`src/rtl/lfsr_pkg.sv`:
```
// Shared constants and next-state function for the 5-bit Fibonacci LFSR.
// Used by both the RTL and the reference model in the bench.
package lfsr_pkg;

  localparam int LFSR_W = 5;
  localparam logic [LFSR_W-1:0] LFSR_TAPS = 5'b10100;
  localparam logic [LFSR_W-1:0] LFSR_DEFAULT_SEED = 5'h01;

  // x^5 + x^3 + 1, shift left with feedback into bit 0; all-zero lock-up reloads seed
  function automatic logic [LFSR_W-1:0] lfsr_next(input logic [LFSR_W-1:0] q,
                                                  input logic [LFSR_W-1:0] seed);
    logic fb;
    if (q == '0) begin
      return seed;
    end
    fb = ^(q & LFSR_TAPS);
    return {q[LFSR_W-2:0], fb};
  endfunction

endpackage

```
`src/rtl/lfsr_5bit_rng_if.sv`:
```
// Output bus of the LFSR random source; the generator drives, drivers consume.
interface lfsr_5bit_rng_if;

  logic [lfsr_pkg::LFSR_W-1:0] data;

  modport master (output data);
  modport slave  (input  data);

endinterface

```
`src/rtl/lfsr_5bit_rng.sv`:
```
// Free-running 5-bit maximal-length LFSR; a new pseudo-random word every clock.
// The output comes straight from the state register, so no input reaches it combinationally.
module lfsr_5bit_rng
  import lfsr_pkg::*;
#(
  parameter logic [LFSR_W-1:0] SEED = LFSR_DEFAULT_SEED
) (
  input  logic                   clk,
  input  logic                   nreset,
  lfsr_5bit_rng_if.master        bus
);

  if (SEED == '0) begin : g_bad_seed
    $error("lfsr_5bit_rng: SEED must be non-zero");
  end

  logic [LFSR_W-1:0] q;

  // nreset is active-high despite its name, matching the rest of the codebase
  always_ff @(posedge clk or posedge nreset) begin
    if (nreset) begin
      q <= SEED;
    end else begin
      q <= lfsr_next(q, SEED);
    end
  end

  assign bus.data = q;

  // A zero state only arises from corruption; flag it while recovery reloads SEED
  a_never_zero : assert property (@(posedge clk) disable iff (nreset) q != '0)
    else $warning("lfsr_5bit_rng: state is zero, reloading SEED");

  a_step : assert property (@(posedge clk) disable iff (nreset)
      (!$past(nreset) && $past(q) != '0 && q != '0) |-> q == lfsr_next($past(q), SEED));

endmodule

```
`src/flat_wrapper.sv`:
```
// flat-port wrapper written by rule: the top's interface ports become plain ports
module lfsr_5bit_rng_flat import lfsr_pkg::*;
#(
  parameter logic [LFSR_W-1:0] SEED = LFSR_DEFAULT_SEED
)
  (clk, nreset, bus_data);
  lfsr_5bit_rng_if bus_i ();
  input  logic clk;
  input  logic nreset;
  output wire logic [$bits(bus_i.data)-1:0] bus_data;
  assign bus_data = bus_i.data;
  lfsr_5bit_rng #(.SEED(SEED)) u_core (.clk(clk), .nreset(nreset), .bus(bus_i));
endmodule
```
`config.mk`:
```
export PLATFORM = sky130hd
export DESIGN_NAME = lfsr_5bit_rng_flat
export DESIGN_NICKNAME = d
export VERILOG_FILES = /design/src/rtl/lfsr_pkg.sv /design/src/rtl/lfsr_5bit_rng_if.sv /design/src/rtl/lfsr_5bit_rng.sv /design/src/flat_wrapper.sv
export SDC_FILE = /design/constraint.sdc
export NUM_CORES = 1
export LEC_CHECK = 0
export CORE_AREA = 2 2 39 41
export DETAILED_ROUTE_END_ITERATION = 12
export DIE_AREA = 0 0 41 43
export DONT_BUFFER_PORTS = 1
export PLACE_DENSITY = 0.3
export SYNTH_ARGS = -nofsm -noshare
export SYNTH_HDL_FRONTEND = slang
export SYNTH_SLANG_ARGS = --single-unit
```
`constraint.sdc`:
```
create_clock -name clk -period 1 [get_ports clk]
set_input_delay 0.25 -clock clk [delete_from_list [all_inputs] [get_ports clk]]
set_output_delay 0.25 -clock clk [all_outputs]
set_load 0.005 [all_outputs]
```
==> impl_metrics.csv, run 1 <==
group,metric,value,unit
pwr,p_sw_share,17.7,%
grt,grt_pass1_wl,407,um
critical_path,crit_arrival,0.78,ns
synth,synth.distinct_cells,6,
critical_path,cp_max_fo,3,
floorplan,start_util,11.8,%
pwr,clock_power_share,51.5,%
cts,cts_tree,"yes",
synth,synth_area_per_cell,13.6,um2
pwr,switchingPower,0.0768,mW
cts,cts_made_buffers,3,
routing,wl_per_cell,9.31,um
critical_path,critical_path_class,"register to primary output",
routing,via_per_inst,2.72,
sta,finalMaxSlewViolations,0,
floorplan,core_area,1380,um2
grt,grt_use_total,4.33,%
outcome,status,"finished with violations",
cts,cts.htree.levels,1,
synth,ys_ff_latch,5,
sta,setup_viol_count_final,1,
pwr,vdd_drop_max,0.233,mV
pwr,p_per_area,2120,nW/um2
sta,finClkSkew,0.000700,ns
cells_and_area,fin_nets,16,
floorplan,rows,14,
cts,cts.sinks,5,
cts,post_cts_buffers,0,
critical_path,start_kind,"register",
placed_design,io_buffers,0,
run,drv_cap,0,
cts,clock-root-buffer,"clkbuf_4",
cells_and_area,regArea,126,um2
sta,max_freq,973,MHz
pwr,p_total,0.433,mW
routing,vias,79,
cells_and_area,drive_gt1_share,30.8,%
pwr,intPower,0.357,mW
routing,drc_errors,0,
grt,grt_pass1_vias,112,
cells_and_area,syn_to_final_growth,25.4,%
cells_and_area,largest_register_ffs,5,
sta,rsz0062_at_grt,"yes",
critical_path,cp.required,0.75,ns
routing,wirelength,270,um
cts,clk_pin_slew,0.04,ns
floorplan,die_area,1760,um2
outcome,violations,"negative setup slack",
synth,yosys_warnings,0,
sta,timing.final.crit_share,103,%
pwr,p_leak,0.0894,nW
routing,drtAntennaViolNets,0,
pwr,seqPwrFrac,47.0,%
synth,syn_area,163,um2
grt,antenna_found_initial,0,
critical_path,critical_path.endpoint_type,"primary output",
synth,synth_nets,14,
cells_and_area,multi_input_area,17.5,um2
sta,worst_slew_pin_slew,0.285,ns
floorplan,die_width,41,um
cts,clock_latency,0.23,ns
sta,fin_ws,-0.0280,ns
cells_and_area,antenna_cells,0,
sta,min_period,1.03,ns
cells_and_area,final_common_cell,"dfrtp_1",
floorplan,die_h,43,um
grt,grt_max_degree,6,
placed_design,gp_congestion,0.507,
floorplan,io_pins,7,
synth,synth_seq_area_share,77.7,%
routing,drtIter0Drc,0,
cts,clk_path_buf_depth,2,
grt,grt_overflow,0,
pwr,comb_power_share,1.6,%
synth,syn_inst,12,
cells_and_area,final_cell_mix,"dfrtp_1 (4), clkbuf_4 (3)",
sta,hold_viol,0,
cells_and_area,num-fill-cells,149,
worst_hold_path,hold_path.class,"input port to async pin",
sta,max-slew-margin-rel,80.7,%
placed_design,postPlaceCellArea,168,um2
cells_and_area,fin_area,204,um2
routing,dr.pass1.iters,1,
==> routing by layer <==
metal  vias to the layer above  part of all wire, %  global-route usage [%]
li1                         35                    -                       -
met1                        42                   24                    1.95
met2                         2                   67                    5.94
met3                         0                  8.1                    1.57
met4                         0                    0                    10.0
met5                         -                    0                       0
==> area by class of cell <==
class / count / share of cell area, %
sequential: 5 / 62.0
clock buffer: 4 / 12.9
tap: 16 / 9.82
multi-input combinational: 2 / 8.59
timing repair buffer: 1 / 4.91
inverter: 1 / 1.84
==> power groups by stage <==
stage	registers, mW	logic (mW)	clock network [mW]
floorplan	0.206	0.00325	0
global placement	0.206	0.00419	0
detailed placement	0.206	0.00411	0
CTS	0.203	0.00722	0.235
global route	0.203	0.00798	0.253
finish	0.203	0.00682	0.223
==> cell usage after synthesis <==
cell	instances	area [um2]
o41ai_1	1	8.76
dfrtp_1	4	100
clkbuf_1	4	15.0
xnor2_1	1	8.76
inv_1	1	3.75
dfstp_2	1	26.3
==> kinds of logic after synthesis <==
| logic type | share of synthesized area [%] |
|---|---|
| xor+xnor | 5.39 |
| buf+inv | 11.5 |
| flops | 77.7 |
| compound gates | 5.39 |
==> per-stage QoR <==
| step | worst slack [ns] | hold slack (ns) | std cells | setup TNS [ns] | util (%) |
|---|---|---|---|---|---|
| 3_5_place_dp | 0.0936 | 0.0469 | 24 | 0 | 12.1 |
| 5_1_grt | -0.0583 | 0.365 | 29 | -0.0583 | 14.7 |
| 3_3_place_gp | 0.0989 | 0.0486 | 24 | 0 | 12.1 |
| 4_1_cts | -0.0417 | 0.352 | 29 | -0.0417 | 14.7 |
| 2_1_floorplan | 0.170 | 0.0278 | 12 | 0 | - |
| 6_report | -0.0280 | 0.348 | 29 | -0.0280 | 14.7 |
==> timing repair <==
action	4_1_cts	5_1_grt
endpoints found under the hold margin	4	0
hold buffers	1	0
gates cloned	0	0
pin swaps	0	0
endpoints found under the setup margin	1	1
gates resized for setup	0	0
==> final timing paths <==
check	start	slack (ns)	cells after the start	endpoint
setup / recovery	u_core.bus.data[0]$_DFF_PP1_	-0.03	0	bus_data[0]
hold / removal	nreset	0.35	2	u_core.bus.data[4]$_DFF_PP0_
hold reg to reg	u_core.bus.data[0]$_DFF_PP1_	0.42	0	u_core.bus.data[1]$_DFF_PP0_
max in group asynchronous	nreset	0.42	2	u_core.bus.data[0]$_DFF_PP1_
min in group clk	u_core.bus.data[0]$_DFF_PP1_	0.42	0	u_core.bus.data[1]$_DFF_PP0_
setup reg to reg	u_core.bus.data[4]$_DFF_PP0_	0.10	1	u_core.bus.data[0]$_DFF_PP1_
Note: power is estimated with default switching activity, not from simulation.
==> run 2, diff against run 1 <==
--- a/config.mk
+++ b/config.mk
@@ -9,7 +9,6 @@
 export DETAILED_ROUTE_END_ITERATION = 12
 export DIE_AREA = 0 0 41 43
 export DONT_BUFFER_PORTS = 1
-export PLACE_DENSITY = 0.3
 export SYNTH_ARGS = -nofsm -noshare
 export SYNTH_HDL_FRONTEND = slang
 export SYNTH_SLANG_ARGS = --single-unit
==> run 2 against run 1 <==
  * The run still ends with negative setup slack left
  * Sequential share of layout area is the same
  * Die area unchanged
  * Total power increased by 2.4%
  * Via count grew 6.3%
  * Register-to-register slack lost 0.02 ns
  * Clock skew grew 0.0056 ns
  * Global-route usage rose by 0.065 points
  * Hold slack worse by 0.0091 ns
  * Critical path depth is the same
==> impl_metrics.csv, run 2 (synthesized netlist as in run 1, its figures left out) <==
group,metric,value,unit
critical_path,reg2reg_depth,1,
cts,cts_tree,"yes",
critical_path,cp_max_fo,3,
cells_and_area,regArea,126,um2
critical_path,cp.required,0.75,ns
grt,grt_max_degree,6,
floorplan,io_pins,7,
cells_and_area,final_cell_mix,"dfrtp_1 (4), clkbuf_4 (3)",
sta,max_freq,959,MHz
critical_path,worstReg2RegEnd,"u_core.bus.data[0]$_DFF_PP1_",
routing,dr.pass1.iters,2,
sta,min_period,1.04,ns
cts,clock-root-buffer,"clkbuf_4",
critical_path,reg2reg_from,"u_core.bus.data[4]$_DFF_PP0_",
floorplan,die_h,43,um
placed_design,io_buffers,0,
grt,antenna_found_initial,0,
routing,wirelength,315,um
sta,max-slew-margin-rel,79.8,%
cells_and_area,antenna_cells,0,
sta,rsz0062_at_grt,"yes",
pwr,vdd_drop_max,0.181,mV
grt,grt_pass1_wl,331,um
pwr,p_total,0.444,mW
critical_path,critical_path_class,"register to primary output",
placed_design,place_ws,0.0773,ns
critical_path,start_kind,"register",
floorplan,start_util,11.8,%
cells_and_area,syn_to_final_growth,25.4,%
cts,cts_made_buffers,3,
outcome,violations,"negative setup slack",
routing,drc_errors,0,
cts,clk_path_buf_depth,2,
cells_and_area,layout.cells.non_filler,29,
sta,setup_viol_count_final,1,
run,drv_cap,0,
grt,grt_pass1_vias,109,
placed_design,gp_congestion,0.423,
cells_and_area,multi_input_area,17.5,um2
grt,grt_use_total,4.40,%
outcome,status,"finished with violations",
sta,hold_viol,0,
cts,clk_pin_slew,0.05,ns
cells_and_area,final_core_util,14.7,%
routing,vias,84,
critical_path,crit_arrival,0.79,ns
worst_hold_path,hold_path.class,"input port to async pin",
sta,worst_slew_pin_slew,0.299,ns
cells_and_area,largest_register_ffs,5,
pwr,p_leak,0.0894,nW
routing,drtAntennaViolNets,0,
cells_and_area,final_common_cell,"dfrtp_1",
sta,timing.final.crit_share,104,%
cts,cts.htree.levels,1,
routing,via_per_inst,2.90,
routing,wl_per_cell,10.9,um
floorplan,die_area,1760,um2
floorplan,die_width,41,um
sta,fin_ws,-0.0429,ns
cells_and_area,num-fill-cells,150,
critical_path,critical_path.endpoint_type,"primary output",
routing,drtIter0Drc,1,
sta,finClkSkew,0.00632,ns
placed_design,postPlaceCellArea,168,um2
grt,grt_overflow,0,
sta,finalMaxSlewViolations,0,
placed_design,dp_cells,24,
cells_and_area,fin_area,204,um2
cts,cts_resized,0,
cells_and_area,drive_gt1_share,30.8,%
cts,cts.sinks,5,
critical_path,r2r_slack,0.08,ns
pwr,p_per_area,2180,nW/um2
floorplan,rows,14,
cells_and_area,fin_nets,16,
cts,clock_latency,0.24,ns
floorplan,core_area,1380,um2
-- run 2: cell counts in the layout (fill, tap and decap cells not counted) --
Identical to the previous run, type by type.
-- run 2: layout make-up --
class                           instances  area share, %
Timing Repair Buffer                    1           4.91
Multi-Input combinational cell          2           8.59
Sequential cell                         5           62.0
Clock buffer                            4           12.9
Tap cell                               16           9.82
Inverter                                1           1.84
-- run 2: worst max-delay path by stage --
stage	startpoint	endpoint	depth (start not counted)
floorplan	u_core.bus.data[4]$_DFF_PP0_	u_core.bus.data[0]$_DFF_PP1_	1
finish	u_core.bus.data[0]$_DFF_PP1_	bus_data[0]	0
CTS	u_core.bus.data[0]$_DFF_PP1_	bus_data[0]	0
detailed placement	u_core.bus.data[4]$_DFF_PP0_	u_core.bus.data[0]$_DFF_PP1_	1
global placement	u_core.bus.data[4]$_DFF_PP0_	u_core.bus.data[0]$_DFF_PP1_	1
global route	u_core.bus.data[0]$_DFF_PP1_	bus_data[0]	0
-- run 2: power breakdown --
group	switching [mW]	internal, mW	leakage (nW)	total, mW
clock	0.0827	0.151	0.0150	0.234
combinational	0.00400	0.00287	0.0121	0.00687
sequential	0	0.203	0.0624	0.203
total	0.0867	0.357	0.0894	0.444
-- run 2: what timing repair did --
item / CTS / global route
hold endpoints to repair: 4 / 0
endpoints found under the setup margin: 1 / 1
buffers inserted: 0 / 0
hold buffers: 1 / 0
-- run 2: per-stage QoR --
step / setup TNS [ns] / hold slack (ns)
CTS: -0.0542 / 0.342
floorplan: 0 / 0.0278
global route: -0.0672 / 0.383
detailed placement: 0 / 0.0475
global placement: 0 / 0.0304
finish: -0.0429 / 0.339
-- run 2: layer usage --
layer	up-vias	global-route usage, %	share of wire, %
li1	35	-	-
met1	42	0	23
met2	7	6.25	53
met3	0	6.28	23
met4	0	8.00	0
met5	-	0	0
